## src/rtl/mask_decoder_5_32_pkg.sv

```systemverilog
// Shared types and constants for the 5-to-32 mask decoder.
package lp_dec_pkg;
    localparam int IDX_W = 5;
    localparam int OUT_W = 32;

    typedef logic [OUT_W-1:0] mask_t;

    typedef enum logic [1:0] {
        OP_ONEHOT = 2'b00,
        OP_THERM  = 2'b01,
        OP_ACC    = 2'b10,
        OP_CLR    = 2'b11
    } op_t;

    typedef enum logic {
        ACC_IDLE = 1'b0,
        ACC_OPEN = 1'b1
    } acc_state_t;

    // Bits [idx:0] set; onehot-1 stays in 32 bits so idx=31 cannot overflow.
    function automatic mask_t therm_of(input mask_t onehot);
        return onehot | (onehot - mask_t'(1));
    endfunction
endpackage

```

## src/rtl/mask_decoder_5_32_dec.sv

```systemverilog
// Purely combinational 5-bit index to 32-bit one-hot decoder.
module dec_5_32
    import lp_dec_pkg::*;
(
    input  logic [IDX_W-1:0] idx,
    output logic [OUT_W-1:0] onehot
);
    genvar gi;
    generate
        for (gi = 0; gi < OUT_W; gi++) begin : g_bit
            assign onehot[gi] = (idx == IDX_W'(gi));
        end
    endgenerate
endmodule

```

## src/rtl/mask_decoder_5_32.sv

```systemverilog
// Registered, handshaked 5-to-32 decoder producing one-hot, thermometer or accumulated masks.
// Optional duplicate-index detection on accumulation is enabled by MASK_DEC_DUP_CHECK_EN.
module mask_decoder_5_32
    import lp_dec_pkg::*;
(
    input  logic        clk,
    input  logic        rst,
    input  logic        in_valid,
    output logic        in_ready,
    input  logic [4:0]  in_idx,
    input  logic [1:0]  in_op,
    input  logic        in_last,
    output logic        out_valid,
    input  logic        out_ready,
    output logic [31:0] out_mask,
    output logic        acc_open,
    output logic        err_dup
);
    mask_t      onehot;
    mask_t      acc_reg;
    mask_t      out_mask_reg;
    logic       out_valid_reg;
    acc_state_t state_reg;
    logic       accept;
    op_t        op;

    dec_5_32 u_dec (
        .idx    (in_idx),
        .onehot (onehot)
    );

    assign op       = op_t'(in_op);
    assign in_ready = !out_valid_reg || out_ready;
    assign accept   = in_valid && in_ready;

    assign out_valid = out_valid_reg;
    assign out_mask  = out_mask_reg;
    assign acc_open  = (state_reg == ACC_OPEN);

`ifdef MASK_DEC_DUP_CHECK_EN
    logic err_dup_reg;
    assign err_dup = err_dup_reg;
`else
    assign err_dup = 1'b0;
`endif

    always_ff @(posedge clk) begin
        if (rst) begin
            out_valid_reg <= 1'b0;
            out_mask_reg  <= '0;
            acc_reg       <= '0;
            state_reg     <= ACC_IDLE;
`ifdef MASK_DEC_DUP_CHECK_EN
            err_dup_reg   <= 1'b0;
`endif
        end else begin
            // A load in the same cycle overrides this drop.
            if (out_valid_reg && out_ready) begin
                out_valid_reg <= 1'b0;
            end
            if (accept) begin
                case (op)
                    OP_ONEHOT: begin
                        out_mask_reg  <= onehot;
                        out_valid_reg <= 1'b1;
                    end
                    OP_THERM: begin
                        out_mask_reg  <= therm_of(onehot);
                        out_valid_reg <= 1'b1;
                    end
                    OP_ACC: begin
`ifdef MASK_DEC_DUP_CHECK_EN
                        if ((acc_reg & onehot) != '0) begin
                            err_dup_reg <= 1'b1;
                        end
`endif
                        if (in_last) begin
                            out_mask_reg  <= acc_reg | onehot;
                            out_valid_reg <= 1'b1;
                            acc_reg       <= '0;
                            state_reg     <= ACC_IDLE;
                        end else begin
                            acc_reg   <= acc_reg | onehot;
                            state_reg <= ACC_OPEN;
                        end
                    end
                    OP_CLR: begin
                        acc_reg   <= '0;
                        state_reg <= ACC_IDLE;
`ifdef MASK_DEC_DUP_CHECK_EN
                        err_dup_reg <= 1'b0;
`endif
                    end
                    default: ;
                endcase
            end
        end
    end
endmodule

```

## config.mk

```make
export PLATFORM = sky130hd
export DESIGN_NAME = mask_decoder_5_32
export DESIGN_NICKNAME = d
export VERILOG_FILES = /design/src/rtl/mask_decoder_5_32_pkg.sv /design/src/rtl/mask_decoder_5_32_dec.sv /design/src/rtl/mask_decoder_5_32.sv
export SDC_FILE = /design/constraint.sdc
export NUM_CORES = 1
export LEC_CHECK = 0
export ABC_AREA = 1
export BUFFER_PORTS_ARGS = -buffer_cell sky130_fd_sc_hd__buf_2
export CORE_MARGIN = 2
export CORE_UTILIZATION = 36
export DETAILED_ROUTE_END_ITERATION = 10
export HOLD_SLACK_MARGIN = 0.15
export PLACE_DENSITY_LB_ADDON = 0.1
export SYNTH_ARGS = -nofsm -noshare
export SYNTH_HDL_FRONTEND = slang
export SYNTH_SLANG_ARGS = --single-unit
export TNS_END_PERCENT = 20
```

## constraint.sdc

```tcl
create_clock -name clk -period 2.95 [get_ports clk]
set_input_delay 0.1475 -clock clk [delete_from_list [all_inputs] [get_ports clk]]
set_output_delay 0.1475 -clock clk [all_outputs]
set_load 0.1 [all_outputs]
```

==> metrics, run 1 <==
status completed; CP Data Arrival Time ~2.3 ns; share of layout cells above drive strength 1 0.134; CP cell instances dlygate4sd3_1, buf_2, inv_1, nand2_1, nand2_1, nor2_1, o21ai_1, buf_4, inv_1, buf_4, o21ai_0, a21oi_1; Detail Route Antenna Nets 0; clock latency on the worst-skew pair 0.36 ns; Nets roughly 650; final hold violations 0; worst hold path type in -> reg; drt wl/cell roughly 17 µm; CP Max Fanout 34; DRT Wirelength 12.9 mm; RSZ-0062 raised after global routing false; DR pass1 iterations 6; Syn. warnings 0; met3 wire length 493 µm; vias in the first global route a little under 4000; ys async rst share 0; gr ovfl total 0; Cell Rows 36; main flop type after synthesis dfxtp_1; PwrDens 556 nW/µm²; Final period util 0.695; Worst setup EP type flop; top cell family by delay on the critical path buffers and inverters; CTS tree done; flop and latch count out of synthesis 66; fillers 1085; final cell count without fillers 776; Design Power about 2.4 mW; met1 WL 5.71 mm; design area 4260 µm²; DR WL met2 around 6.2 mm; CP max stage cell dlygate4sd3_1; Ports 48; hpwl dp ~9.3 mm; Core ar. 9860 µm²; DIE AREA ~11000 µm²; largest net degree at the start of global routing 55; VDD IR-drop max 0.288 mV; uppermost layer routed met4; vias around 4000; commonest non-fill, non-tap cell in the layout nand2_1; Post-Syn Instances 599; H-tree depth 3; final number of setup-violating endpoints 0; Starting Density 0.374; placed cell count around 760; GRT Util Overall 0.245; Remaining DRCs 0; CTS Buffer Depth 2; CP peak stage delay 0.52 ns; Antenna Cells 0; sequential area share after synthesis 0.358; CTS Sinks 66; leakage 2.05 nW; initial antenna violation count 0; setup_tns 0 ns; port bufs 46; Slew Limit Fails 0; CP startpoint kind primary input; critical path required time between 3 and 4 ns; Clock Skew 0.00871 ns; fmax 488 MHz; Die Ht around 110 µm; DR vias/cell 5.15; Rel. slew slack 0.632; post-CTS sizing 0; TritonCTS Buffers 9; syn avg cell area ~6.2 µm²; WHS 0.309 ns; Placer Congestion 0.965; crit path kind in -> reg; clk slew on worst S/H paths 0.08 ns; Root Buffer clkbuf_8; Final min period 2.05 ns; die width approximately 110 µm; most frequent cells in the layout 200 x nand2_1, 78 x a21oi_1, 66 x dfxtp_1; Area Growth Syn to Fin 15.4%; worst slew pin tran 0.552 ns; placed cell area 4030 µm²; Distinct cells, synth 29; Iteration-0 DRC Markers 235; mapped cell area 3690 µm²; crit path buf inv count 6; Post-synth EDFFs 0; first-pass GRT wire length ~21 mm; Synth Net Count around 620; Max-cap violations 0
==> area by class of cell <==
type / instances / area (µm²) / area share
well taps: 133 / 166 / 0.0391
clock buffers: 10 / 138 / 0.0323
inverters: 64 / 240 / 0.0564
flip-flops and latches: 66 / 1320 / 0.310
multi-input cells: 439 / 2000 / 0.470
clock inverters: 6 / 63.8 / 0.0150
repair buffers: 58 / 328 / 0.0770
==> power by group <==
part	total, mW	internal (mW)	switching, mW	leakage (nW)
clock	0.817	0.413	0.404	0.0987
combinational	0.611	0.117	0.494	1.42
sequential	0.940	0.923	0.0163	0.537
total	2.37	1.45	0.914	2.05
==> cell usage after synthesis (4+ instances only) <==
cell	number	area, µm²
ha_1	4	50.1
nand3_1	40	200
inv_1	58	218
dfxtp_1	66	1320
o21ai_1	4	20.0
clkbuf_1	26	97.6
inv_2	4	15.0
nor3_1	5	25.0
nor2_1	34	128
a21oi_1	78	390
nor2_2	7	43.8
nand2_1	200	751
o21ai_0	51	255
==> cell families (layout without fill, tap and decap cells) <==
logic type	Yosys count	count (layout)	synth area share
fa+ha+maj	4	4	0.0136
simple gates	291	291	0.322
compound gates	143	143	0.206
flops	66	66	0.358
other cells	1	1	0.00102
buf+inv	94	138	0.100
==> worst register-to-register path: cells and delay by family, from the launching register on <==
| kind | cells | cell delay (ns) |
|---|---|---|
| flip-flops | 1 | 0.32 |
| AND/OR/NAND/NOR | 3 | 0.34 |
| buffers and inverters | 3 | 0.84 |
| AO/OA/AOI/OAI | 3 | 0.37 |
==> stage by stage <==
stage	utilization	setup slack, ns
6_report	0.432	0.900
5_1_grt	0.432	0.637
4_1_cts	0.432	0.901
3_5_place_dp	0.408	0.688
3_3_place_gp	0.408	0.745
2_1_floorplan	-	0.0836
==> timing repair <==
action / 4_1_cts / 5_1_grt
hold buffers: 3 / 0
setup buffers: 0 / 0
endpoints found under the setup margin: 0 / 0
hold endpoints to repair: 3 / 0
==> final timing paths <==
path / start / to / slack, ns / depth (start not counted)
setup / recovery: out_ready / out_mask[15] / 0.90 / 12
hold / removal: in_idx[2] / out_mask[29] / 0.31 / 5
setup reg to reg: out_valid / out_mask[15] / 1.01 / 9
hold reg to reg: acc_reg[13] / acc_reg[13] / 0.46 / 2
==> layer usage <==
| metal | vias to the layer above | GRT usage |
|---|---|---|
| met5 | - | 0 |
| li1 | 2018 | - |
| met2 | 96 | 0.417 |
| met1 | 1848 | 0.306 |
| met4 | 0 | 0.110 |
| met3 | 34 | 0.0365 |
Note: power is estimated with default switching activity, not from simulation.
==> run 2: changes to the inputs <==
Clock period 2.95 ns to 1.8 ns, I/O delays scaled along.
==> metrics, run 2 (synthesis results as in run 1) <==
Worst setup EP type flop; DRT Wirelength approximately 12 mm; DR vias/cell approximately 5.1; H-tree depth 3; Slew Limit Fails 0; DIE AREA roughly 11000 µm²; Die Ht approximately 110 µm; final hold violations 0; VDD IR-drop max 0.570 mV; PwrDens ~850 nW/µm²; Ports 48; worst slack, placed 0.0980 ns; initial antenna violation count 0; Cell Rows 36; port bufs 46; status completed; path depth of the worst reg2reg path 8; CP Data Arrival Time 1.89 ns; TritonCTS Buffers 9; Root Buffer clkbuf_8; worst hold path type in -> reg; Remaining DRCs 0; Final min period ~1.6 ns; gr ovfl total 0; DR pass1 iterations 5; Hold Path Depth 5; final number of setup-violating endpoints 0; CP Max Fanout 8; Iteration-0 DRC Markers 295; fmax 606 MHz; Nets about 670; worst slew pin tran around 0.54 ns; FF-to-FF End out_mask[4]; die width 105 µm; WHS 0.202 ns; placed cell count 777; Placer Congestion 0.957; setup_tns 0 ns; RSZ-0062 raised after global routing false; Max-cap violations 0; CTS Sinks 66; Post-CTS Setup Repair Bufs 0; commonest non-fill, non-tap cell in the layout nand2_1; drt wl/cell ~16 µm; CTS Buffer Depth 2; hpwl dp slightly below 9 mm; clk slew on worst S/H paths approximately 0.08 ns; vias in the first global route 3668; Rel. slew slack 0.642; Worst Hold Launch in_idx[2]; most frequent cells in the layout 199 x nand2_1, 78 x a21oi_1, 65 x dfxtp_1; GRT Util Overall 0.232; worst setup margin 0.150 ns; Area Growth Syn to Fin 20.4%; Antenna Cells 0; Worst Hold End out_mask[29]; critical path required time 2.04 ns; Final period util 0.917; crit path kind in -> reg; vias roughly 4100; first-pass GRT wire length 20.1 mm; leakage 2.15 nW; post-route core utilization 0.451; Detail Route Antenna Nets 0; clock latency on the worst-skew pair 0.35 ns; final cell count without fillers 796; share of layout cells above drive strength 1 0.163; R2R setup slack between 0.3 and 0.4 ns; Clock Skew 0.0120 ns; Starting Density 0.374; largest net degree at the start of global routing 55; Worst R2R Start out_valid; CP startpoint kind primary input; CTS tree done; Core ar. 9860 µm²
[run 2: cell type report]
| cell class | count | area (µm²) |
|---|---|---|
| well taps | 133 | 166 |
| repair buffers | 78 | 515 |
| multi-input cells | 439 | 2020 |
| clock buffers | 10 | 138 |
| fillers | 1068 | 5420 |
| inverters | 64 | 240 |
| clock inverters | 6 | 42.5 |
| flip-flops and latches | 66 | 1330 |
[run 2: where the power goes]
group	switching [mW]	leakage, nW	total, mW	internal [mW]
combinational	0.826	1.53	1.05	0.227
clock	0.637	0.0882	1.17	0.537
sequential	0.0263	0.537	1.54	1.51
[run 2: what timing repair did]
item                                   CTS  global route
endpoints found under the hold margin   11             0
hold buffers                             3             0
resized for setup                        0             0
[run 2: routing by layer]
metal,track usage,vias to the layer above,wire (µm)
met5,0,-,0
met4,0.0857,0,322
met3,0.0377,23,747
met2,0.346,143,5290
met1,0.334,1839,6120
li1,-,2052,-
[run 2: how the worst max path moves through the flow]
| stage | slack [ns] | start | endpoint | cells after the start |
|---|---|---|---|---|
| finish | 0.15 | out_ready | out_mask[16] | 10 |
| global route | 0.05 | out_ready | out_mask[7] | 11 |
| detailed placement | 0.1 | in_op[0] | out_mask[16] | 8 |
| floorplan | 0.02 | out_valid | acc_open | 7 |
| CTS | 0.15 | out_ready | out_mask[16] | 10 |
| global placement | 0.14 | in_op[0] | out_mask[16] | 8 |
[run 2: worst max-delay path, cell delays in order]
cell	delay [ns]
dlygate4sd3_1	0.53
buf_2	0.12
inv_1	0.13
nand2_8	0.06
nand2_1	0.07
nor2_1	0.06
o21ai_1	0.20
inv_1	0.16
buf_4	0.20
o221a_2	0.26
[run 2: metrics by stage]
step | power, mW | instance area [µm²]
floorplan | 2.35 | 3710
global placement | 2.62 | 4230
detailed placement | 2.62 | 4230
CTS | 3.80 | 4440
global route | 3.93 | 4440
finish | 3.77 | 4440
